### src/rtl/serial_frame_tx.sv
// serial_frame_tx: parallel-in / serial-out frame transmitter.
// Frame = start(0), DATA_W data bits MSB first, even parity, stop(1),
// each bit held CLKS_PER_BIT clocks. Keeps a two-digit BCD count of
// completed frames for the HEX displays.
module serial_frame_tx #(
  parameter int DATA_W       = 10,
  parameter int CLKS_PER_BIT = 5000
) (
  input  logic              CLOCK_50,
  input  logic              reset,
  input  logic              start,
  input  logic [DATA_W-1:0] data_in,
  output logic              serial_out,
  output logic              busy,
  output logic              done,
  output logic [3:0]        bit_index,
  output logic [3:0]        frames_lo,
  output logic [3:0]        frames_hi
);

  localparam int TW = (CLKS_PER_BIT > 1) ? $clog2(CLKS_PER_BIT) : 1;
  localparam logic [TW-1:0] LAST    = TW'(CLKS_PER_BIT - 1);
  localparam logic [3:0]    TOP_IDX = 4'(DATA_W - 1);

  localparam logic [2:0] IDLE   = 3'd0;
  localparam logic [2:0] START  = 3'd1;
  localparam logic [2:0] DATA   = 3'd2;
  localparam logic [2:0] PARITY = 3'd3;
  localparam logic [2:0] STOP   = 3'd4;

  logic [2:0]        state;
  logic [TW-1:0]     timer;
  logic [DATA_W-1:0] sh;
  logic [DATA_W-1:0] sh_nxt;
  logic              parity_bit;
  logic              bit_end;

  assign bit_end = (timer == LAST);
  assign sh_nxt  = sh << 1;

  // busy and done are decodes of registered state only, so start never
  // reaches them (or serial_out) combinationally.
  assign busy = (state != IDLE);
  assign done = (state == STOP) && bit_end;

  // Bit timer: free-runs 0..CLKS_PER_BIT-1 while a frame is active.
  always_ff @(posedge CLOCK_50 or posedge reset) begin
    if (reset)              timer <= '0;
    else if (state == IDLE) timer <= '0;
    else if (bit_end)       timer <= '0;
    else                    timer <= timer + 1'b1;
  end

  // Frame sequencer: serial_out is registered one state ahead so the line
  // changes exactly on bit boundaries.
  always_ff @(posedge CLOCK_50 or posedge reset) begin
    if (reset) begin
      state      <= IDLE;
      sh         <= '0;
      parity_bit <= 1'b0;
      serial_out <= 1'b1;
      bit_index  <= 4'd0;
    end else begin
      case (state)
        IDLE: begin
          serial_out <= 1'b1;
          bit_index  <= 4'd0;
          if (start) begin
            sh         <= data_in;
            parity_bit <= ^data_in;
            serial_out <= 1'b0;
            state      <= START;
          end
        end
        START: if (bit_end) begin
          state      <= DATA;
          bit_index  <= TOP_IDX;
          serial_out <= sh[DATA_W-1];
        end
        DATA: if (bit_end) begin
          sh <= sh_nxt;
          if (bit_index == 4'd0) begin
            state      <= PARITY;
            serial_out <= parity_bit;
          end else begin
            bit_index  <= bit_index - 1'b1;
            serial_out <= sh_nxt[DATA_W-1];
          end
        end
        PARITY: if (bit_end) begin
          state      <= STOP;
          serial_out <= 1'b1;
        end
        STOP: if (bit_end) begin
          state      <= IDLE;
          serial_out <= 1'b1;
        end
        default: begin
          state      <= IDLE;
          serial_out <= 1'b1;
          bit_index  <= 4'd0;
        end
      endcase
    end
  end

  // Two-digit BCD count of completed frames, wrapping 99 -> 00.
  always_ff @(posedge CLOCK_50 or posedge reset) begin
    if (reset) begin
      frames_lo <= 4'd0;
      frames_hi <= 4'd0;
    end else if (done) begin
      if (frames_lo == 4'd9) begin
        frames_lo <= 4'd0;
        frames_hi <= (frames_hi == 4'd9) ? 4'd0 : frames_hi + 1'b1;
      end else begin
        frames_lo <= frames_lo + 1'b1;
      end
    end
  end

endmodule

### config.mk
export PLATFORM = sky130hd
export DESIGN_NAME = serial_frame_tx
export DESIGN_NICKNAME = d
export VERILOG_FILES = /design/src/rtl/serial_frame_tx.sv
export SDC_FILE = /design/constraint.sdc
export NUM_CORES = 1
export LEC_CHECK = 0
export CAP_MARGIN = 20
export CORE_MARGIN = 8
export CORE_UTILIZATION = 55
export DETAILED_ROUTE_END_ITERATION = 10
export DONT_BUFFER_PORTS = 1
export PLACE_DENSITY = 0.79
export SYNTH_ARGS = -nofsm -noshare
export SYNTH_HDL_FRONTEND = slang
export SYNTH_SLANG_ARGS = --single-unit
### constraint.sdc
create_clock -name CLOCK_50 -period 1.9 [get_ports CLOCK_50]
set_clock_uncertainty 0.1 [all_clocks]
set_input_delay 0.38 -clock CLOCK_50 [delete_from_list [all_inputs] [get_ports CLOCK_50]]
set_output_delay 0.38 -clock CLOCK_50 [all_outputs]
set_load 0.01 [all_outputs]
==> impl_metrics.toml, run 1 <==
[outcome]
status = "finished, violations left"
violations = "hold timing, setup timing"

[setup_path]
crit_type = "flip-flop to flip-flop"
reg2regPathDepth = 7
worstReg2RegStart = "timer[4]"
end_kind = "flip-flop"
worstPathArrival_ns = 2.06
cpPeakStageDelay_ns = 0.42
cp_slowest_cell = "or4_4"
timing.critical_path.fanout_max = 5
rr_endpoint = "frames_hi[2]"
crit_top_cell = "buf_4"
endpoint = "frames_hi[2]"
path_cells = "buf_4, or4_4, nor3_4, buf_4, and3_4, nand2_2, xnor2_1"
start_kind = "flip-flop"
ff2ff_setup_slack_ns = -0.08
startpoint = "timer[4]"
required_ns = 1.98

[yosys]
synthDistinctLibCells = 47
synth_largest_area_cell = "dfrtp_1"
synth_cells = 230
synth_area_leaders = "dfrtp_1 (46%), xnor2_1 (6.6%), nor2_1 (6.2%), nand2_1 (5.5%), xor2_1 (3.7%)"
ys_ff_latch = 40
seq_area_frac_synth = 0.4706
synth_top_area_frac = 0.4583
synth_edf_count = 0
synth_area_um2 = 2130
syn_nets = 246
ys_top_cells_by_count = "dfrtp_1 (39), nor2_1 (35), nand2_1 (31)"
synth.avg_cell_area_um2 = 9.259
async_flop_share = 1.000
synth_most_common_cell = "dfrtp_1"
ys.flop_type = "dfrtp_1"
ys_warn_count = 0

[finish]
n_antenna_cell = 0
instances_no_fill = 308
drive_gt1_frac = 0.2346
fin_nets = 275
fillCellCount = 297
fin_util = 0.7076
syn2layout_area_growth_pct = 22.56

[detailed_routing]
drtAntennaViolNets = 0
drt-initial-drc-count = 70
vias_per_cell = 5.597
wire_per_inst_um = 14.63
drcViolationCount = 0
routed_wl_mm = 4.507
vias = 1724
dr.pass1.iters = 4

[timing]
setup_viol = 9
holdWs_ns = -0.007773
hold_violations = 21
worst_pin_slew_ns = 0.4913
period_share = 1.044
max_slew_margin = 0.6725
finalMaxSlewViolations = 0
clock.fmax_ghz = 0.5041
finalCriticalPeriod_ns = 1.984
layout_setup_ws_ns = -0.08392
rsz0062_at_grt = "yes"
fin_tns_setup_ns = -0.4524

[global_route]
antenna_found_initial = 0
grt_overflow_total = 0
first_global_vias = 1718
grt.total_usage = 0.1549
grt_pass1_wl_mm = 7.776
grt_max_degree = 41

[floorplanning]
start_util = 0.5773
die_y_um = 78.23
die_area_um2 = 6119
rows = 22
ios = 28
die-width_um = 78.23
coreArea_um2 = 3689

[power_and_ir_drop]
fin_total_pwr_w = 0.002216
irDropWorstVdd_mv = 0.6085
power_density_nw_per_um2 = 849.1
p_leak_nw = 1.133

[cts]
clockBufferDepth = 2
htree_levels = 2
cts.sinks = 40
path_clk_slew_ns = 0.08
clockRootBuffer = "clkbuf_8"
ctsHoldBuffers = 0
cts_inserted_buffers = 5
cts_tree = "yes"
clk_latency_ns = 0.29

[worst_hold_path]
hp-class = "input port to async pin"

[placement]
gp_congestion = 0.8301
port_buffers = 0
dp_hpwl_mm = 3.182
dpl.cell_count = 293

[flow_run]
drv_cap = 0
sequential cells by signal, summed over array words and instances, names as in the netlist:
name and flops:
timer 13, sh 10, bit_index 4, frames_hi 4
frames_lo 4, state 3, parity_bit 1, serial_out 1
per-stage QoR:
step	instance area, um^2	setup slack, ns
2_1_floorplan	2130	0.01040
3_3_place_gp	2327	-0.0008072
3_5_place_dp	2327	-0.07208
4_1_cts	2516	-0.08990
5_1_grt	2610	-0.1759
6_report	2610	-0.08392
cell families after synthesis:
family          synth area share
simple gates              0.2615
flops                     0.4706
compound gates            0.1093
xor+xnor                  0.1028
buf+inv                  0.02879
fa+ha+maj                0.01763
mux                     0.009401
worst min path at each step:
stage / start / end / slack, ns / cells past startpoint
final: reset / frames_hi[1] / -0.008 / 2
after CTS: reset / frames_hi[1] / 0.004 / 2
after detailed placement: reset / frames_hi[2] / 0.33 / 2
after floorplan: timer[0] / timer[0] / 0.35 / 1
after global placement: reset / frames_hi[1] / 0.32 / 2
after global routing: reset / frames_hi[1] / 0.04 / 2
per-layer routing:
| layer | track usage | vias to the layer above | routed length, um |
|---|---|---|---|
| li1 | - | 842 | - |
| met1 | 0.1745 | 836 | 1878 |
| met2 | 0.2626 | 39 | 2275 |
| met3 | 0.05467 | 7 | 286 |
| met4 | 0.05926 | 0 | 67 |
| met5 | 0 | - | 0 |
cells in the final DEF, fill, tap and decap left out, types with 3 or more instances in the layout:
cell type and instances:
nor3_1 5, o21ai_1 4, nand4_1 3, a31oi_1 10
nor3b_1 4, buf_6 7, buf_4 22, dfrtp_1 37
inv_1 9, o21ai_0 5, nand2b_1 4, clkbuf_8 6
nor2_1 34, xor2_1 8, xnor2_1 16, nand3_1 6
nand2_1 30
power breakdown:
group          switching [W]  internal (W)
combinational       0.000255      0.000304
clock               0.000294      0.000290
sequential          0.000102      0.000971
worst max-delay path, delay by kind of cell (launching register included):
family | cells | cell delay (ns)
DFF | 1 | 0.39
buffers and inverters | 2 | 0.28
and+or+nand+nor | 4 | 0.96
xor gates and xnor gates | 1 | 0.13
final cells by class:
| cell class | instances | area, um^2 | area share |
|---|---|---|---|
| timing repair buffer | 29 | 244.0 | 0.09348 |
| tap | 48 | 60.06 | 0.02301 |
| inverter | 9 | 33.78 | 0.01294 |
| clock buffer | 6 | 82.58 | 0.03164 |
| multi-input combinational | 174 | 1175 | 0.4501 |
| sequential | 40 | 1005 | 0.3849 |
| clock inverter | 2 | 10.01 | 0.003835 |
what timing repair did:
action	4_1_cts	5_1_grt
buffers inserted	4	3
pin swaps	7	5
resized for setup	12	18
endpoints found under the setup margin	7	20
Note: power is estimated with default switching activity, not from simulation.
==> run 2, diff against run 1 <==
TNS_END_PERCENT = 1   (was not set)
==> impl_metrics.toml, run 2 (synthesized netlist as in run 1, its figures left out) <==
[outcome]
status = "finished, violations left"
violations = "hold timing, setup timing"

[floorplanning]
ios = 28
die_area_um2 = 6119
die_y_um = 78.23
die-width_um = 78.23
coreArea_um2 = 3689
start_util = 0.5773
rows = 22

[global_route]
grt_pass1_wl_mm = 7.755
antenna_found_initial = 0
grt.total_usage = 0.1544
grt_max_degree = 41
grt_overflow_total = 0
first_global_vias = 1713

[detailed_routing]
drcViolationCount = 0
drt-initial-drc-count = 67
vias_per_cell = 5.542
drtAntennaViolNets = 0
routed_wl_mm = 4.465
vias = 1707
dr.pass1.iters = 4
wire_per_inst_um = 14.50

[cts]
clk_latency_ns = 0.29
ctsHoldBuffers = 0
cts_inserted_buffers = 5
htree_levels = 2
cts_tree = "yes"
clockBufferDepth = 2
clockRootBuffer = "clkbuf_8"
path_clk_slew_ns = 0.08
cts.sinks = 40

[timing]
clock.fmax_ghz = 0.5036
hold_violations = 6
max_slew_margin = 0.6692
finalMaxSlewViolations = 0
period_share = 1.045
finalCriticalPeriod_ns = 1.986
holdWs_ns = -0.003757
rsz0062_at_grt = "yes"
layout_setup_ws_ns = -0.08568
worst_pin_slew_ns = 0.4962
setup_viol = 9
fin_tns_setup_ns = -0.4450

[setup_path]
reg2regPathDepth = 7
worstPathArrival_ns = 2.06
required_ns = 1.97
path_buf_inv = 2
path_cells = "buf_4, or4_4, nor3_4, buf_4, and3_4, nand2_2, xnor2_1"
timing.critical_path.fanout_max = 5
end_kind = "flip-flop"
worstReg2RegStart = "timer[4]"
crit_top_cell = "buf_4"
crit_type = "flip-flop to flip-flop"
cp_slowest_cell = "or4_4"
ff2ff_setup_slack_ns = -0.09
path_delay_family = "simple AND/OR/NAND/NOR gates"
startpoint = "timer[4]"
rr_endpoint = "frames_hi[2]"
cpPeakStageDelay_ns = 0.42
start_kind = "flip-flop"

[finish]
layout_commonest_cell = "dfrtp_1"
largest-register = "timer"
layout_common_cells = "dfrtp_1 (37), nor2_1 (34), nand2_1 (30)"
largest_reg_flops = 13
fin_nets = 275
fin_util = 0.7032
drive_gt1_frac = 0.2308
instances_no_fill = 308
n_antenna_cell = 0
syn2layout_area_growth_pct = 21.80
reg_top3 = "timer (13), sh (10)"

[power_and_ir_drop]
power_density_nw_per_um2 = 853.9
irDropWorstVdd_mv = 0.6086
p_leak_nw = 1.132

[placement]
dp_hpwl_mm = 3.182
gp_congestion = 0.8301
dpl.cell_count = 293
port_buffers = 0

[flow_run]
drv_cap = 0

[worst_hold_path]
hp-class = "input port to async pin"
[run 2: cell count changes in the layout (fill, tap and decap cells not counted)]
cell     before  now
buf_4        22   23
xor2_2        1    0
nand2_2       1    2
xor2_1        8    9
buf_6         7    6
nand2_4       1    0
[run 2: repair_timing]
item | in CTS | in global routing
setup buffers | 4 | 3
gates cloned | 0 | 0
pin swaps | 6 | 5
endpoints found under the setup margin | 7 | 21
resized for setup | 11 | 16
[run 2: where the power goes]
group,switching (W),total (W),internal [W]
Clock,0.000293,0.000583,0.000290
Sequential,0.000102,0.00107,0.000971
Combinational,0.000255,0.000560,0.000304
Total,0.000650,0.00221,0.00156
[run 2: worst max path at each step]
stage	endpoint	cells past startpoint
CTS	done	5
floorplan	bit_index[0]	4
global route	frames_hi[2]	7
detailed placement	bit_index[3]	5
global placement	bit_index[0]	4
finish	frames_hi[2]	7
[run 2: per-stage QoR]
| step | worst slack (ns) | area, um^2 | power [W] |
|---|---|---|---|
| finish | -0.08568 | 2594 | 0.002215 |
| global placement | -0.0008072 | 2327 | 0.001486 |
| global route | -0.1749 | 2594 | 0.002333 |
| detailed placement | -0.07208 | 2327 | 0.001505 |
| floorplan | 0.01040 | 2130 | 0.001346 |
| CTS | -0.08990 | 2511 | 0.002225 |
[run 2: cell type report]
| cell class | count | area (um^2) |
|---|---|---|
| Multi-Input combinational cell | 174 | 1162 |
| Fill cell | 297 | 1095 |
| Sequential cell | 40 | 1005 |
| Timing Repair Buffer | 29 | 240.2 |
| Clock buffer | 6 | 82.58 |
| Tap cell | 48 | 60.06 |
| Inverter | 9 | 33.78 |
| Clock inverter | 2 | 10.01 |
[run 2: metal layers]
metal | vias to the layer above | share of wire | global-route usage | routed length [um]
li1 | 843 | - | - | -
met1 | 823 | 0.42 | 0.1745 | 1890
met2 | 34 | 0.50 | 0.2610 | 2239
met3 | 7 | 0.061 | 0.05467 | 272
met4 | 0 | 0.014 | 0.05926 | 61
met5 | - | 0 | 0 | 0
==> run 3, diff against run 2 <==
CORE_ASPECT_RATIO = 1.1   (was not set)
GPL_TIMING_DRIVEN = 0   (was not set)
RECOVER_POWER = 100   (was not set)
==> impl_metrics.toml, run 3 (synthesized netlist as in run 1, its figures left out) <==
[timing]
layout_setup_ws_ns = -0.06760
setup_viol = 4
fin_tns_setup_ns = -0.1103
hold_violations = 0
period_share = 1.036
finalMaxSlewViolations = 0
max_slew_margin = 0.008178
clock.fmax_ghz = 0.5082
rsz0062_at_grt = "yes"
finalCriticalPeriod_ns = 1.968
worst_pin_slew_ns = 1.486

[setup_path]
worstPathArrival_ns = 1.49
end_kind = "output pin"
required_ns = 1.42
reg2regPathDepth = 7
crit_type = "flip-flop to output pin"
timing.critical_path.fanout_max = 3
start_kind = "flip-flop"

[cts]
cts.sinks = 40
clk_latency_ns = 0.30
cts_inserted_buffers = 5
htree_levels = 2
clockRootBuffer = "clkbuf_8"
cts_tree = "yes"
path_clk_slew_ns = 0.08
clockBufferDepth = 2
ctsHoldBuffers = 0

[power_and_ir_drop]
power_density_nw_per_um2 = 910.1
p_leak_nw = 1.089
fin_total_pwr_w = 0.002345
irDropWorstVdd_mv = 0.5486

[detailed_routing]
drtAntennaViolNets = 0
dr.pass1.iters = 4
wire_per_inst_um = 16.02
drcViolationCount = 0
drt-initial-drc-count = 94
vias_per_cell = 5.702
vias = 1739
routed_wl_mm = 4.887

[floorplanning]
ios = 28
coreArea_um2 = 3684
die_y_um = 81.26
die_area_um2 = 6121
rows = 23
die-width_um = 75.33
start_util = 0.5781

[worst_hold_path]
hold_depth = 2
hp-class = "input port to flip-flop"

[finish]
n_antenna_cell = 0
reg_top3 = "timer (13), sh (10)"
largest_reg_flops = 13
drive_gt1_frac = 0.2235
fin_nets = 270
layout_commonest_cell = "dfrtp_1"
syn2layout_area_growth_pct = 20.98
layout_common_cells = "dfrtp_1 (35), nor2_1 (32), nand2_1 (30)"
largest-register = "timer"

[outcome]
status = "finished, violations left"
violations = "capacitance limit, setup timing"

[global_route]
grt_overflow_total = 0
antenna_found_initial = 0
grt_max_degree = 41
grt_pass1_wl_mm = 7.997
first_global_vias = 1769
grt.total_usage = 0.1709

[placement]
gp_congestion = 0.8523
dp_hpwl_mm = 3.007
dp_slack_ns = -0.3912
port_buffers = 0

[flow_run]
drv_cap = 1
## run 3: cell count changes in the layout (fill, tap and decap cells not counted), sizes merged
cell,previous run,this run
buf,29,20
clkinv,2,1
clkinvlp,0,1
bufinv,0,1
clkbuf,6,9
## run 3: critical path, stage by stage, from the launching register on
cell and delay [ns]:
dfrtp_1 0.42, ha_4 0.16, nor4bb_4 0.22, nand3_2 0.16
nor2_4 0.22
## run 3: report_power, final
group          internal (W)  switching (W)  total (W)  leakage [nW]
clock network      0.000389       0.000314   0.000703        0.0541
registers          0.000976       0.000161    0.00114         0.493
logic              0.000292       0.000212   0.000505         0.541
total               0.00166       0.000688    0.00234          1.09
## run 3: final timing paths
path                           endpoint  slack, ns  startpoint
max reg2reg                frames_lo[2]      -0.04    timer[6]
max in group asynchronous      timer[6]       0.41       reset
min in group asynchronous      timer[9]       0.30       reset
max                                done      -0.07    timer[1]
min reg2reg                       sh[8]       0.44       sh[7]
min                               sh[0]       0.09  data_in[0]
## run 3: timing repair
action | 4_1_cts | 5_1_grt
buffers inserted | 12 | 5
setup endpoints to repair | 35 | 37
pin swaps | 5 | 7
gates cloned | 0 | 0
gates resized for setup | 24 | 15
## run 3: cell type report
type,count,area (um^2)
tap,50,62.56
sequential,40,1007
inverter,9,33.78
clock inverter,3,42.54
multi-input combinational,174,1189
fill,297,1107
buffer,7,45.04
clock buffer,5,68.82
timing repair buffer,17,127.6
## run 3: routing by layer
layer  vias up  global-route usage  share of wire
li1        835                   -              -
met1       840              0.1943           0.39
met2        51              0.2662           0.49
met3        13             0.06773          0.086
met4         0             0.09808          0.030
met5         -                   0              0
## run 3: metrics by stage
stage | area, um^2 | hold WS [ns] | utilization | std cells
floorplan | 2130 | 0.3479 | - | 230
global placement | 2192 | 0.3718 | 0.5951 | 280
detailed placement | 2192 | 0.3704 | 0.5951 | 280
CTS | 2487 | 0.04130 | 0.6753 | 300
global route | 2576 | 0.1152 | 0.6994 | 305
finish | 2576 | 0.09309 | 0.6994 | 305
